$ cat config.mk
export PLATFORM = sky130hd
export DESIGN_NAME = rpsc_fault_annunciator_flat
export DESIGN_NICKNAME = d
export VERILOG_FILES = /design/src/rtl/rpsc_pkg.sv /design/src/rtl/rpsc_fault_annunciator_if.sv /design/src/rtl/rpsc_debounce.sv /design/src/rtl/rpsc_fault_annunciator.sv /design/src/flat_wrapper.sv
export SDC_FILE = /design/constraint.sdc
export NUM_CORES = 1
export LEC_CHECK = 0
export CAP_MARGIN = 20
export CORE_MARGIN = 1.5
export CORE_UTILIZATION = 58
export CTS_CLUSTER_DIAMETER = 60
export DETAILED_ROUTE_END_ITERATION = 6
export HOLD_SLACK_MARGIN = 0.02
export PLACE_DENSITY = 0.85
export SKIP_LAST_GASP = 1
export SYNTH_ARGS = -nofsm -noshare
export SYNTH_HDL_FRONTEND = slang
export SYNTH_SLANG_ARGS = --single-unit
$ cat constraint.sdc
create_clock -name clk -period 2.5 [get_ports clk]
set_input_delay 0.5 -clock clk [delete_from_list [all_inputs] [get_ports clk]]
set_output_delay 0.5 -clock clk [all_outputs]
set_load 0.005 [all_outputs]
$ cat src/rtl/rpsc_pkg.sv
// rtl/rpsc_pkg.sv - shared types and default constants for the RPSC fault annunciator
package rpsc_pkg;

    typedef enum logic [1:0] {
        IDLE  = 2'd0,
        NEW   = 2'd1,
        ACKED = 2'd2
    } ch_state_t;

    localparam int N_CH_DEF       = 8;
    localparam int DEB_CYC_DEF    = 16;
    localparam int FLASH_HALF_DEF = 25_000_000;

endpackage

$ cat src/rtl/rpsc_fault_annunciator_if.sv
// rtl/rpsc_fault_annunciator_if.sv - panel-side signal bundle of the fault annunciator
interface rpsc_fault_annunciator_if #(
    parameter int N_CH = 8
);
    localparam int FO_W = (N_CH > 1) ? $clog2(N_CH) : 1;

    logic [N_CH-1:0] fault_in;
    logic            ack;
    logic            clr;
    logic            LA_Test;
    logic [N_CH-1:0] fault_latched;
    logic [N_CH-1:0] lamp;
    logic            horn;
    logic            trip_out;
    logic [FO_W-1:0] first_out;
    logic            first_valid;

    modport master (
        output fault_in, ack, clr, LA_Test,
        input  fault_latched, lamp, horn, trip_out, first_out, first_valid
    );

    modport slave (
        input  fault_in, ack, clr, LA_Test,
        output fault_latched, lamp, horn, trip_out, first_out, first_valid
    );
endinterface

$ cat src/rtl/rpsc_debounce.sv
// rtl/rpsc_debounce.sv - 2-FF synchroniser plus stable-count debounce for one fault line
module rpsc_debounce #(
    parameter int DEB_CYC = 16
) (
    input  logic clk,
    input  logic reset,
    input  logic din,
    output logic dout
);
    localparam int CW = $clog2(DEB_CYC);

    logic          sync1;
    logic          sync2;
    logic [CW-1:0] cnt;

    // The counter only advances while the synced level disagrees with the output.
    always_ff @(posedge clk) begin
        if (reset) begin
            sync1 <= 1'b0;
            sync2 <= 1'b0;
            cnt   <= '0;
            dout  <= 1'b0;
        end else begin
            sync1 <= din;
            sync2 <= sync1;
            if (sync2 == dout) begin
                cnt <= '0;
            end else if (cnt == CW'(DEB_CYC - 1)) begin
                dout <= sync2;
                cnt  <= '0;
            end else begin
                cnt <= cnt + 1'b1;
            end
        end
    end
endmodule

$ cat src/rtl/rpsc_fault_annunciator.sv
// rtl/rpsc_fault_annunciator.sv - per-channel fault latching, first-out, lamp flash and horn
module rpsc_fault_annunciator
    import rpsc_pkg::*;
#(
    parameter int N_CH       = N_CH_DEF,
    parameter int DEB_CYC    = DEB_CYC_DEF,
    parameter int FLASH_HALF = FLASH_HALF_DEF
) (
    input  logic                  clk,
    input  logic                  reset,
    rpsc_fault_annunciator_if.slave bus
);
    localparam int FO_W = (N_CH > 1) ? $clog2(N_CH) : 1;
    localparam int FW   = (FLASH_HALF > 1) ? $clog2(FLASH_HALF) : 1;

    ch_state_t       state     [N_CH];
    ch_state_t       state_nxt [N_CH];
    logic [N_CH-1:0] deb;
    logic [N_CH-1:0] entering;
    logic [N_CH-1:0] latched_nxt;
    logic [N_CH-1:0] lamp_c;
    logic [FO_W-1:0] low_idx;
    logic            all_idle;
    logic            ack_q, clr_q, la_q;
    logic            ack_evt, clr_evt;
    logic [FW-1:0]   flash_cnt;
    logic            phase;
    logic [N_CH-1:0] fault_latched_q;
    logic            trip_q, horn_q, first_valid_q;
    logic [FO_W-1:0] first_out_q;

    for (genvar g = 0; g < N_CH; g++) begin : g_deb
        rpsc_debounce #(.DEB_CYC(DEB_CYC)) u_deb (
            .clk   (clk),
            .reset (reset),
            .din   (bus.fault_in[g]),
            .dout  (deb[g])
        );
    end

    assign ack_evt = bus.ack & ~ack_q;
    assign clr_evt = bus.clr & ~clr_q;

    // IDLE->NEW takes priority over everything, so an ack in the entry cycle is lost.
    always_comb begin
        entering    = '0;
        latched_nxt = '0;
        lamp_c      = '0;
        low_idx     = '0;
        all_idle    = 1'b1;
        for (int i = 0; i < N_CH; i++) begin
            state_nxt[i] = state[i];
            case (state[i])
                IDLE: begin
                    if (deb[i]) begin
                        state_nxt[i] = NEW;
                        entering[i]  = 1'b1;
                    end
                end
                NEW:     if (ack_evt) state_nxt[i] = ACKED;
                ACKED:   if (clr_evt && !deb[i]) state_nxt[i] = IDLE;
                default: state_nxt[i] = IDLE;
            endcase
            latched_nxt[i] = (state_nxt[i] != IDLE);
            lamp_c[i]      = la_q | (state[i] == ACKED) | ((state[i] == NEW) & phase);
            if (state[i] != IDLE) all_idle = 1'b0;
        end
        for (int i = N_CH - 1; i >= 0; i--) begin
            if (entering[i]) low_idx = FO_W'(i);
        end
    end

    always_ff @(posedge clk) begin
        if (reset) begin
            for (int i = 0; i < N_CH; i++) state[i] <= IDLE;
            ack_q           <= 1'b0;
            clr_q           <= 1'b0;
            la_q            <= 1'b0;
            flash_cnt       <= '0;
            phase           <= 1'b1;
            fault_latched_q <= '0;
            trip_q          <= 1'b0;
            horn_q          <= 1'b0;
            first_out_q     <= '0;
            first_valid_q   <= 1'b0;
        end else begin
            for (int i = 0; i < N_CH; i++) state[i] <= state_nxt[i];
            ack_q           <= bus.ack;
            clr_q           <= bus.clr;
            la_q            <= bus.LA_Test;
            fault_latched_q <= latched_nxt;
            trip_q          <= |latched_nxt;
            if (flash_cnt == FW'(FLASH_HALF - 1)) begin
                flash_cnt <= '0;
                phase     <= ~phase;
            end else begin
                flash_cnt <= flash_cnt + 1'b1;
            end
            if (|entering)    horn_q <= 1'b1;
            else if (ack_evt) horn_q <= 1'b0;
            if (!first_valid_q && |entering) begin
                first_out_q   <= low_idx;
                first_valid_q <= 1'b1;
            end else if (first_valid_q && all_idle) begin
                first_valid_q <= 1'b0;
            end
        end
    end

    assign bus.fault_latched = fault_latched_q;
    assign bus.lamp          = lamp_c;
    assign bus.horn          = horn_q;
    assign bus.trip_out      = trip_q;
    assign bus.first_out     = first_out_q;
    assign bus.first_valid   = first_valid_q;
endmodule
$ cat src/flat_wrapper.sv
// flat-port wrapper written by rule: the top's interface ports become plain ports
module rpsc_fault_annunciator_flat import rpsc_pkg::*;
#(
    parameter int N_CH       = N_CH_DEF,
    parameter int DEB_CYC    = DEB_CYC_DEF,
    parameter int FLASH_HALF = FLASH_HALF_DEF
)
  (clk, reset, bus_fault_in, bus_ack, bus_clr, bus_LA_Test, bus_fault_latched, bus_lamp, bus_horn, bus_trip_out, bus_first_out, bus_first_valid);
  rpsc_fault_annunciator_if #(.N_CH(N_CH)) bus_i ();
  input  logic clk;
  input  logic reset;
  input wire logic [$bits(bus_i.fault_in)-1:0] bus_fault_in;
  input wire logic [$bits(bus_i.ack)-1:0] bus_ack;
  input wire logic [$bits(bus_i.clr)-1:0] bus_clr;
  input wire logic [$bits(bus_i.LA_Test)-1:0] bus_LA_Test;
  output wire logic [$bits(bus_i.fault_latched)-1:0] bus_fault_latched;
  output wire logic [$bits(bus_i.lamp)-1:0] bus_lamp;
  output wire logic [$bits(bus_i.horn)-1:0] bus_horn;
  output wire logic [$bits(bus_i.trip_out)-1:0] bus_trip_out;
  output wire logic [$bits(bus_i.first_out)-1:0] bus_first_out;
  output wire logic [$bits(bus_i.first_valid)-1:0] bus_first_valid;
  assign bus_i.fault_in = bus_fault_in;
  assign bus_i.ack = bus_ack;
  assign bus_i.clr = bus_clr;
  assign bus_i.LA_Test = bus_LA_Test;
  assign bus_fault_latched = bus_i.fault_latched;
  assign bus_lamp = bus_i.lamp;
  assign bus_horn = bus_i.horn;
  assign bus_trip_out = bus_i.trip_out;
  assign bus_first_out = bus_i.first_out;
  assign bus_first_valid = bus_i.first_valid;
  rpsc_fault_annunciator #(.N_CH(N_CH), .DEB_CYC(DEB_CYC), .FLASH_HALF(FLASH_HALF)) u_core (.clk(clk), .reset(reset), .bus(bus_i));
endmodule
==> out/qor.yml, run 1 <==
timing:
  finalWorstPathRequiredPeriod_ns: 2.46
  slew_headroom_pct: 58.6
  tns_ns: 0
  timing.final.crit_share_pct: 98.4
  fin_skew_ns: 0.00639
  final_max_slew_viol_count: 0
  worst_slew_pin_slew_ns: 0.620
  finalSetupViolCount: 0
  fmax_ghz: 0.406
  final-hold-violation-count: 0
  rsz0062_at_grt: "no"
setup_path:
  crit_start: "u_core.state[0][0]"
  worstPathMaxFanout: 5
  cp.arrival_ns: 1.96
  worst_r2r_endpoint: "u_core.flash_cnt[20]"
  reg2reg_depth: 6
  worst-r2r-setup-slack_ns: 0.49
  endpoint_kind: "output port"
  worstPathRequired_ns: 2.00
  path_cells: "nor2b_1 > a211o_1 > clkdlybuf4s50_1"
  critical_path_class: "reg -> out"
  critPathMaxStageDelay_ns: 0.50
  start_kind: "flip-flop"
  crit_slowest_cell: "clkdlybuf4s50_1"
  timing.rr.start: "u_core.flash_cnt[5]"
hold_path:
  holdCritPathClass: "in -> reg"
  whs_path_depth: 2
  min_to: "u_core.g_deb[3].u_deb.dout"
  worstHoldStart: "reset"
clocking:
  cts-resized-gates: 0
  postCtsSetupRepairBufs: 0
  cts_tree: "done"
  cts-htree-levels: 4
  clkSinkCount: 115
  cts_hold_buf: 0
  clk_pin_slew_ns: 0.06
  cts_made_buffers: 17
  clkLatencyLatePin_ns: 0.51
  root_buffer: "clkbuf_8"
  clockBufferDepth: 2
synthesis:
  synth_edf_count: 0
  synthFlopType: "dfxtp_1"
  synth_compound_area_share_pct: 8.17
  synth_top_family_by_area: "simple AND/OR/NAND/NOR gates"
  ys_seq_area_share_pct: 48.9
  synthArstFlopShare_pct: 0
  synthSimpleGateAreaFrac_pct: 27.0
  syn_area_um2: 4700
  synth_fp_nets: 526
  yosys-mux-area-fraction_pct: 1.70
  synth_adder_area_share_pct: 2.39
  synth-seq-cells: 115
  netlist_instances: 504
  syn_avg_cell_area_um2: 9.33
  yosysUniqueCellTypes: 49
  yosys.area_share.xor_xnor_pct: 8.75
  ys_warn_count: 0
power:
  ir_drop_mv: 0.477
  power_mw: 4.79
  leakage_nw: 2.38
  p_per_area_nw_per_um2: 824
routing:
  drt_wl_total_um: 9710
  firstDrtPassIters: 7
  routedWlPerCell_um: 14.7
  post-route-drc-count: 0
  vias: 3626
  drtIter0Drc: 163
  viasPerCell: 5.49
  ant_nets: 0
global_routing:
  track_usage_pct: 24.5
  grt_first_pass_wirelength_um: 16500
  grt_start_max_net_pins: 30
  grt_overflow: 0
  grt_pass1_vias: 3563
  antenna_found_initial: 0
placed_design:
  io_buffers: 34
  dp_hpwl_um: 6300
  place.gp.congestion: 0.875
  placed_area_um2: 5110
status:
  status: "completed"
finish:
  mostFrequentLayoutCell: "dfxtp_1"
  drive_gt1_share_pct: 8.77
  final_design_area_no_fill_um2: 5810
  n_antenna_cell: 0
  final_core_util_pct: 74.4
  layout_common_cells: "dfxtp_1 (115), nor2_1 (92), nor2b_1 (35)"
  num-nets-final: 568
  area_delta_synth_final_pct: 23.5
floorplanning:
  die_h_um: 93.1
  coreArea_um2: 7810
  start_util_pct: 60.2
  dieArea_um2: 8660
  pin_count: 35
  die_x_um: 93.1
  num_rows: 32
run:
  cap_violations: 0
-- cell families (layout without fill, tap and decap cells) --
group,after synthesis,in the layout
buffers and inverters,29,84
xor gates and xnor gates,47,47
and+or+nand+nor,239,239
DFF,115,115
muxes,8,8
adders and majority gates,9,9
AOI/OAI and AO/OA,57,57
-- worst max path at each step --
stage | to | depth (start not counted)
final | bus_lamp[0] | 3
after floorplan | u_core.flash_cnt[15] | 9
after CTS | bus_lamp[0] | 3
after global routing | bus_lamp[0] | 3
after detailed placement | u_core.bus.trip_out | 6
after global placement | u_core.bus.trip_out | 6
-- metrics by stage --
stage,cells,hold WS (ns),setup slack (ns)
finish,661,0.410,0.0388
global route,661,0.403,0.00947
CTS,661,0.389,0.0407
detailed placement,629,0.425,0.241
global placement,629,0.419,0.289
floorplan,504,0.414,0.748
-- state kept, by name, summed over array words and instances, names as in the netlist, 3 cells and up --
signal                    flops
u_core.bus.fault_latched      8
u_core.bus.first_out          3
u_core.flash_cnt             25
u_core.g_deb.u_deb.cnt       32
u_core.g_deb.u_deb.dout       8
u_core.g_deb.u_deb.sync1      8
u_core.g_deb.u_deb.sync2      8
u_core.state                 16
-- final cells by class --
cell class | instances | area [um^2]
clock buffers | 19 | 442
clock inverters | 13 | 254
fillers | 530 | 2000
inverters | 12 | 45.0
multi-input cells | 360 | 2260
flip-flops and latches | 115 | 2300
well taps | 102 | 128
repair buffers | 40 | 380
-- routing by layer --
layer | global-route usage (%) | up-vias | wire length (um)
met2 | 41.8 | 102 | 5000
met5 | 0 | - | 0
li1 | - | 1796 | -
met3 | 6.83 | 8 | 466
met1 | 28.7 | 1720 | 4170
met4 | 10.7 | 0 | 78
-- cells in the mapped netlist, types with 3 or more instances --
| library cell | count | share of area [%] |
|---|---|---|
| nor3b_1 | 5 | 0.80 |
| nand2b_1 | 16 | 2.1 |
| ha_1 | 9 | 2.4 |
| xor2_1 | 28 | 5.2 |
| a21oi_1 | 20 | 2.1 |
| nor2b_1 | 35 | 4.7 |
| mux2i_1 | 8 | 1.7 |
| buf_6 | 3 | 0.72 |
| a211o_1 | 11 | 2.0 |
| o21ai_0 | 9 | 0.96 |
| and3_1 | 6 | 0.80 |
| nor4_1 | 6 | 0.80 |
| nand3_1 | 23 | 2.4 |
| nor3_1 | 7 | 0.74 |
| inv_1 | 12 | 0.96 |
| dfxtp_1 | 115 | 49 |
| clkbuf_1 | 8 | 0.64 |
| nand2_1 | 20 | 1.6 |
| nor4b_1 | 3 | 0.56 |
| or2_2 | 3 | 0.40 |
| nand4_1 | 7 | 0.93 |
| and4_1 | 3 | 0.56 |
| nor2_1 | 92 | 7.3 |
| xnor2_1 | 19 | 3.5 |
| a31oi_1 | 3 | 0.40 |
-- where the power goes --
part	total, mW	leakage, nW	switching (mW)	internal, mW
sequential	1.87	0.932	0.0149	1.86
clock	2.81	0.338	0.833	1.97
combinational	0.111	1.11	0.0542	0.0572
total	4.79	2.38	0.902	3.89
-- critical path: cells and delay by family, from the launching register on --
| family | cells | cell delay, ns |
|---|---|---|
| AOI/OAI and AO/OA | 1 | 0.22 |
| buffers and inverters | 1 | 0.50 |
| DFF | 1 | 0.38 |
| and+or+nand+nor | 1 | 0.36 |
Note: power is estimated with default switching activity, not from simulation.
==> run 2, diff against run 1 <==
--- a/config.mk
+++ b/config.mk
@@ -11,7 +11,7 @@
 export CTS_CLUSTER_DIAMETER = 60
 export DETAILED_ROUTE_END_ITERATION = 6
 export HOLD_SLACK_MARGIN = 0.02
-export PLACE_DENSITY = 0.85
+export PLACE_DENSITY = 0.79
 export SKIP_LAST_GASP = 1
 export SYNTH_ARGS = -nofsm -noshare
 export SYNTH_HDL_FRONTEND = slang
==> out/qor.yml, run 2 (same netlist as run 1, synthesis figures left out) <==
status:
  status: "completed"  # unchanged
clocking:
  root_buffer: "clkbuf_8"  # unchanged
  cts-resized-gates: 0  # unchanged
  cts_made_buffers: 17  # unchanged
  clockBufferDepth: 2  # unchanged
  postCtsSetupRepairBufs: 0  # unchanged
  clk_pin_slew_ns: 0.05  # was 0.06 ns
  cts-htree-levels: 4  # unchanged
  clkLatencyLatePin_ns: 0.51  # about the same
  cts_hold_buf: 0  # unchanged
  cts_tree: "done"  # unchanged
  clkSinkCount: 115  # unchanged
global_routing:
  track_usage_pct: 23.2  # was 24.5%
  grt_start_max_net_pins: 31  # was 30
  antenna_found_initial: 0  # unchanged
  grt_overflow: 0  # unchanged
  grt_first_pass_wirelength_um: 15700  # was 16500 um
  grt_pass1_vias: 3523  # was 3563
finish:
  n_fill_cell: 583  # was 530
  final_design_area_no_fill_um2: 5710  # was 5810 um^2
  num-nets-final: 567  # was 568
  n_antenna_cell: 0  # unchanged
  reg.largest.list: "u_core.g_deb.u_deb.cnt x32, u_core.flash_cnt x25, u_core.state x16"  # unchanged
  layout_common_cells: "dfxtp_1 (115), nor2_1 (92), nor2b_1 (34)"  # was dfxtp_1 (115), nor2_1 (92), nor2b_1 (35)
  top_register: "u_core.g_deb.u_deb.cnt"  # unchanged
  area_delta_synth_final_pct: 21.3  # was 23.5%
  drive_gt1_share_pct: 8.09  # was 8.77%
  mostFrequentLayoutCell: "dfxtp_1"  # unchanged
  largest_register_ffs: 32  # unchanged
power:
  p_per_area_nw_per_um2: 763  # was 824 nW/um^2
  power_mw: 4.35  # was 4.79 mW
  leakage_nw: 2.33  # was 2.38 nW
  ir_drop_mv: 0.543  # was 0.477 mV
setup_path:
  setup.worst_path.end: "bus_lamp[6]"  # was bus_lamp[0]
  worst-r2r-setup-slack_ns: 0.44  # was 0.49 ns
  worstPathMaxFanout: 9  # was 5
  worstPathRequired_ns: 2.00  # about the same
  crit_start: "u_core.phase"  # was u_core.state[0][0]
  crit_slowest_cell: "dfxtp_1"  # was clkdlybuf4s50_1
  timing.rr.start: "u_core.flash_cnt[0]"  # was u_core.flash_cnt[5]
  path_cells: "nand3_1 > o211ai_1 > clkdlybuf4s50_1"  # was nor2b_1 > a211o_1 > clkdlybuf4s50_1
  critPathMaxStageDelay_ns: 0.58  # was 0.50 ns
  start_kind: "flip-flop"  # unchanged
  crit_buf_inv: 1  # unchanged
  worst_r2r_endpoint: "u_core.flash_cnt[16]"  # was u_core.flash_cnt[20]
  critPathTopFamily: "flip-flops"  # was buffers and inverters
  reg2reg_depth: 7  # was 6
  path_depth: 3  # unchanged
  cp.arrival_ns: 1.87  # was 1.96 ns
  critical_path_class: "reg -> out"  # unchanged
  endpoint_kind: "output port"  # unchanged
floorplanning:
  num_rows: 32  # unchanged
  dieArea_um2: 8660  # unchanged
  coreArea_um2: 7810  # unchanged
  die_h_um: 93.1  # unchanged
  die_x_um: 93.1  # unchanged
  start_util_pct: 60.2  # unchanged
  pin_count: 35  # unchanged
timing:
  fin_skew_ns: 0.00785  # was 0.00639 ns
  timing.hold.ws_ns: 0.433  # was 0.410 ns
  fmax_ghz: 0.423  # was 0.406 GHz
  slew_headroom_pct: 56.2  # was 58.6%
  tns_ns: 0  # unchanged
  timing.final.crit_share_pct: 94.6  # was 98.4%
  final_max_slew_viol_count: 0  # unchanged
  finalWorstPathRequiredPeriod_ns: 2.37  # was 2.46 ns
  finalSetupViolCount: 0  # unchanged
  final-hold-violation-count: 0  # unchanged
  worst_slew_pin_slew_ns: 0.656  # was 0.620 ns
  rsz0062_at_grt: "no"  # unchanged
hold_path:
  holdCritPathClass: "reg -> reg"  # was in -> reg
  whs_path_depth: 1  # was 2
routing:
  post-route-drc-count: 0  # unchanged
  viasPerCell: 5.44  # was 5.49
  ant_nets: 0  # unchanged
  drt_wl_total_um: 9100  # was 9710 um
  drtIter0Drc: 182  # was 163
  routedWlPerCell_um: 13.8  # was 14.7 um
  firstDrtPassIters: 4  # was 7
  vias: 3580  # was 3626
placed_design:
  place.gp.congestion: 0.879  # was 0.875
  placed_area_um2: 5110  # about the same
  dp_hpwl_um: 6130  # was 6300 um
  io_buffers: 34  # unchanged
run:
  cap_violations: 0  # unchanged
==> run 2: how the worst min path moves through the flow <==
stage	start	end	slack [ns]
2_1_floorplan	u_core.g_deb[0].u_deb.sync1	u_core.g_deb[0].u_deb.sync2	0.41
3_3_place_gp	u_core.g_deb[0].u_deb.sync1	u_core.g_deb[0].u_deb.sync2	0.42
3_5_place_dp	u_core.g_deb[4].u_deb.sync1	u_core.g_deb[4].u_deb.sync2	0.42
4_1_cts	u_core.g_deb[4].u_deb.sync1	u_core.g_deb[4].u_deb.sync2	0.44
5_1_grt	u_core.g_deb[4].u_deb.sync1	u_core.g_deb[4].u_deb.sync2	0.45
6_report	u_core.g_deb[4].u_deb.sync1	u_core.g_deb[4].u_deb.sync2	0.43
==> run 2: per-stage QoR <==
| stage | worst slack, ns | instances | util [%] |
|---|---|---|---|
| floorplan | 0.748 | 504 | - |
| global placement | 0.361 | 628 | 65.4 |
| detailed placement | 0.300 | 628 | 65.4 |
| CTS | 0.0629 | 658 | 73.1 |
| global route | 0.0545 | 658 | 73.1 |
| finish | 0.134 | 658 | 73.1 |
==> run 2: per-layer routing <==
metal,global-route usage (%),vias to the layer above,routed length (um)
met5,0,-,0
met4,9.85,0,127
met3,6.02,14,417
met2,40.8,87,4560
met1,26.7,1693,3990
li1,-,1786,-
==> run 2: area by class of cell <==
class	instances	area [um^2]	area share, %
Clock buffer	27	532	9.32
Timing Repair Buffer	39	373	6.53
Multi-Input combinational cell	360	2260	39.6
Clock inverter	3	65.1	1.14
Sequential cell	115	2300	40.3
Inverter	12	45.0	0.789
Tap cell	102	128	2.24
==> run 2: report_power, final <==
part	internal, mW	switching, mW	leakage (nW)
Clock	1.62	0.749	0.296
Sequential	1.86	0.0150	0.932
Combinational	0.0573	0.0559	1.10
Total	3.53	0.820	2.33
==> run 3, diff against run 2 <==
--- a/config.mk
+++ b/config.mk
@@ -6,6 +6,7 @@
 export NUM_CORES = 1
 export LEC_CHECK = 0
 export CAP_MARGIN = 20
+export CORE_ASPECT_RATIO = 0.9
 export CORE_MARGIN = 1.5
 export CORE_UTILIZATION = 58
 export CTS_CLUSTER_DIAMETER = 60
==> out/qor.yml, run 3 (same netlist as run 1, synthesis figures left out) <==
status:
  status: "completed"  # unchanged
setup_path:
  critPathMaxStageDelay_ns: 0.52  # was 0.58 ns
  worst-r2r-setup-slack_ns: 0.65  # was 0.44 ns
  critical_path_class: "reg -> out"  # unchanged
  timing.rr.start: "u_core.flash_cnt[0]"  # unchanged
  path_depth: 3  # unchanged
  start_kind: "flip-flop"  # unchanged
  crit_slowest_cell: "clkdlybuf4s50_1"  # was dfxtp_1
  path_cells: "nor2b_1 > a211o_1 > clkdlybuf4s50_1"  # was nand3_1 > o211ai_1 > clkdlybuf4s50_1
  worstPathMaxFanout: 7  # was 9
  cp.arrival_ns: 1.92  # was 1.87 ns
  worstPathRequired_ns: 2.00  # about the same
  endpoint_kind: "output port"  # unchanged
  setup.worst_path.end: "bus_lamp[4]"  # was bus_lamp[6]
  critPathTopFamily: "buffers and inverters"  # was flip-flops
  reg2reg_depth: 7  # unchanged
  crit_start: "u_core.state[2][0]"  # was u_core.phase
  crit_buf_inv: 1  # unchanged
  worst_r2r_endpoint: "u_core.flash_cnt[23]"  # was u_core.flash_cnt[16]
global_routing:
  grt_start_max_net_pins: 38  # was 31
  grt_overflow: 0  # unchanged
  track_usage_pct: 23.9  # was 23.2%
  grt_first_pass_wirelength_um: 16400  # was 15700 um
  grt_pass1_vias: 3473  # was 3523
  antenna_found_initial: 0  # unchanged
finish:
  top_register: "u_core.g_deb.u_deb.cnt"  # unchanged
  n_antenna_cell: 0  # unchanged
  final_core_util_pct: 74.6  # was 73.1%
  n_fill_cell: 576  # was 583
  largest_register_ffs: 32  # unchanged
  area_delta_synth_final_pct: 22.1  # was 21.3%
  drive_gt1_share_pct: 8.26  # was 8.09%
  num-nets-final: 567  # unchanged
  reg.largest.list: "u_core.g_deb.u_deb.cnt x32, u_core.flash_cnt x25, u_core.state x16"  # unchanged
  layout_common_cells: "dfxtp_1 (115), nor2_1 (92), nor2b_1 (34)"  # unchanged
  mostFrequentLayoutCell: "dfxtp_1"  # unchanged
placed_design:
  io_buffers: 34  # unchanged
  place.gp.congestion: 0.849  # was 0.879
  dp_hpwl_um: 6370  # was 6130 um
power:
  leakage_nw: 2.35  # was 2.33 nW
  pwr-share-comb_pct: 2.5  # was 2.6%
  p_per_area_nw_per_um2: 796  # was 763 nW/um^2
  power_frac_clock_pct: 56.6  # was 54.3%
  swShare_pct: 19.0  # was 18.8%
  sequentialPowerShare_pct: 41.0  # was 43.1%
  switchingPower_mw: 0.869  # was 0.820 mW
  ir_drop_mv: 0.449  # was 0.543 mV
  p_int_mw: 3.70  # was 3.53 mW
routing:
  drt_wl_total_um: 9650  # was 9100 um
  vias: 3614  # was 3580
  routedWlPerCell_um: 14.8  # was 13.8 um
  firstDrtPassIters: 5  # was 4
  post-route-drc-count: 0  # unchanged
  viasPerCell: 5.53  # was 5.44
  ant_nets: 0  # unchanged
  drtIter0Drc: 140  # was 182
clocking:
  cts-htree-levels: 4  # unchanged
  cts_made_buffers: 17  # unchanged
  root_buffer: "clkbuf_8"  # unchanged
  cts_tree: "done"  # unchanged
  postCtsSetupRepairBufs: 0  # unchanged
  clk_pin_slew_ns: 0.05  # about the same
  clkSinkCount: 115  # unchanged
  clockBufferDepth: 2  # unchanged
  clkLatencyLatePin_ns: 0.51  # about the same
hold_path:
  holdCritPathClass: "reg -> reg"  # unchanged
  worstHoldStart: "u_core.g_deb[0].u_deb.sync1"  # was u_core.g_deb[4].u_deb.sync1
timing:
  final-hold-violation-count: 0  # unchanged
  slew_headroom_pct: 56.5  # was 56.2%
  timing.final.crit_share_pct: 96.7  # was 94.6%
  rsz0062_at_grt: "no"  # unchanged
  finalSetupViolCount: 0  # unchanged
  final_max_slew_viol_count: 0  # unchanged
  finalWorstPathRequiredPeriod_ns: 2.42  # was 2.37 ns
  worst_slew_pin_slew_ns: 0.652  # was 0.656 ns
  tns_ns: 0  # unchanged
  fmax_ghz: 0.414  # was 0.423 GHz
  fin_skew_ns: 0.00611  # was 0.00785 ns
run:
  cap_violations: 0  # unchanged
floorplanning:
  dieArea_um2: 8660  # about the same
  pin_count: 35  # unchanged
  die_h_um: 88.4  # was 93.1 um
  num_rows: 30  # was 32
  die_x_um: 97.9  # was 93.1 um
  coreArea_um2: 7690  # was 7810 um^2
  start_util_pct: 61.1  # was 60.2%
## run 3: cell count changes in the layout (fill, tap and decap cells not counted), sizes merged
| cell | before | now |
|---|---|---|
| clkinvlp | 0 | 1 |
| clkinv | 1 | 3 |
| bufinv | 2 | 5 |
| clkbuf | 27 | 22 |
## run 3: metal layers
layer	global-route usage [%]	part of all wire [%]	vias to the layer above
met1	30.4	47	1722
met5	0	0	-
li1	-	-	1792
met4	7.40	1.2	0
met3	7.42	5.1	13
met2	39.6	47	87
## run 3: how the worst min path moves through the flow
stage	endpoint	slack [ns]	cells past startpoint
after floorplan	u_core.g_deb[0].u_deb.sync2	0.41	1
after global placement	u_core.g_deb[2].u_deb.sync2	0.42	1
after detailed placement	u_core.g_deb[0].u_deb.sync2	0.43	1
after CTS	u_core.g_deb[0].u_deb.sync2	0.44	1
after global routing	u_core.g_deb[0].u_deb.sync2	0.45	1
final	u_core.g_deb[0].u_deb.sync2	0.44	1
## run 3: repair_timing
item | in CTS | in global routing
gates resized for setup | 0 | 1
endpoints found under the setup margin | 0 | 1
hold buffers | 0 | 0
## run 3: final cells by class
class	count	area [um^2]	area share [%]
tap	96	120	2.09
clock inverter	9	176	3.07
inverter	12	45.0	0.784
clock buffer	22	463	8.06
multi-input combinational	360	2260	39.4
sequential	115	2300	40.1
timing repair buffer	39	373	6.49
## run 3: metrics by stage
| stage | setup WS [ns] | hold WS, ns | power [mW] | cells | instance area (um^2) |
|---|---|---|---|---|---|
| after global routing | 0.0199 | 0.453 | 4.70 | 653 | 5740 |
| after detailed placement | 0.217 | 0.427 | 2.02 | 622 | 5100 |
| after global placement | 0.271 | 0.416 | 2.02 | 622 | 5100 |
| after floorplan | 0.748 | 0.414 | 1.97 | 504 | 4700 |
| final | 0.0827 | 0.439 | 4.57 | 653 | 5740 |
| after CTS | 0.0523 | 0.440 | 4.60 | 653 | 5740 |
## run 3: worst register-to-register path: cells and delay by family (launching register included)
kind | cells | cell delay, ns
buf+inv | 1 | 0.26
flops | 1 | 0.37
simple gates | 5 | 0.90
fa+ha+maj | 1 | 0.22
## run 3: power by group through the flow
stage	clock network, mW	logic (mW)	registers (mW)
2_1_floorplan	0	0.0690	1.91
3_3_place_gp	0	0.110	1.91
3_5_place_dp	0	0.112	1.91
4_1_cts	2.62	0.114	1.87
5_1_grt	2.70	0.125	1.87
6_report	2.59	0.113	1.87
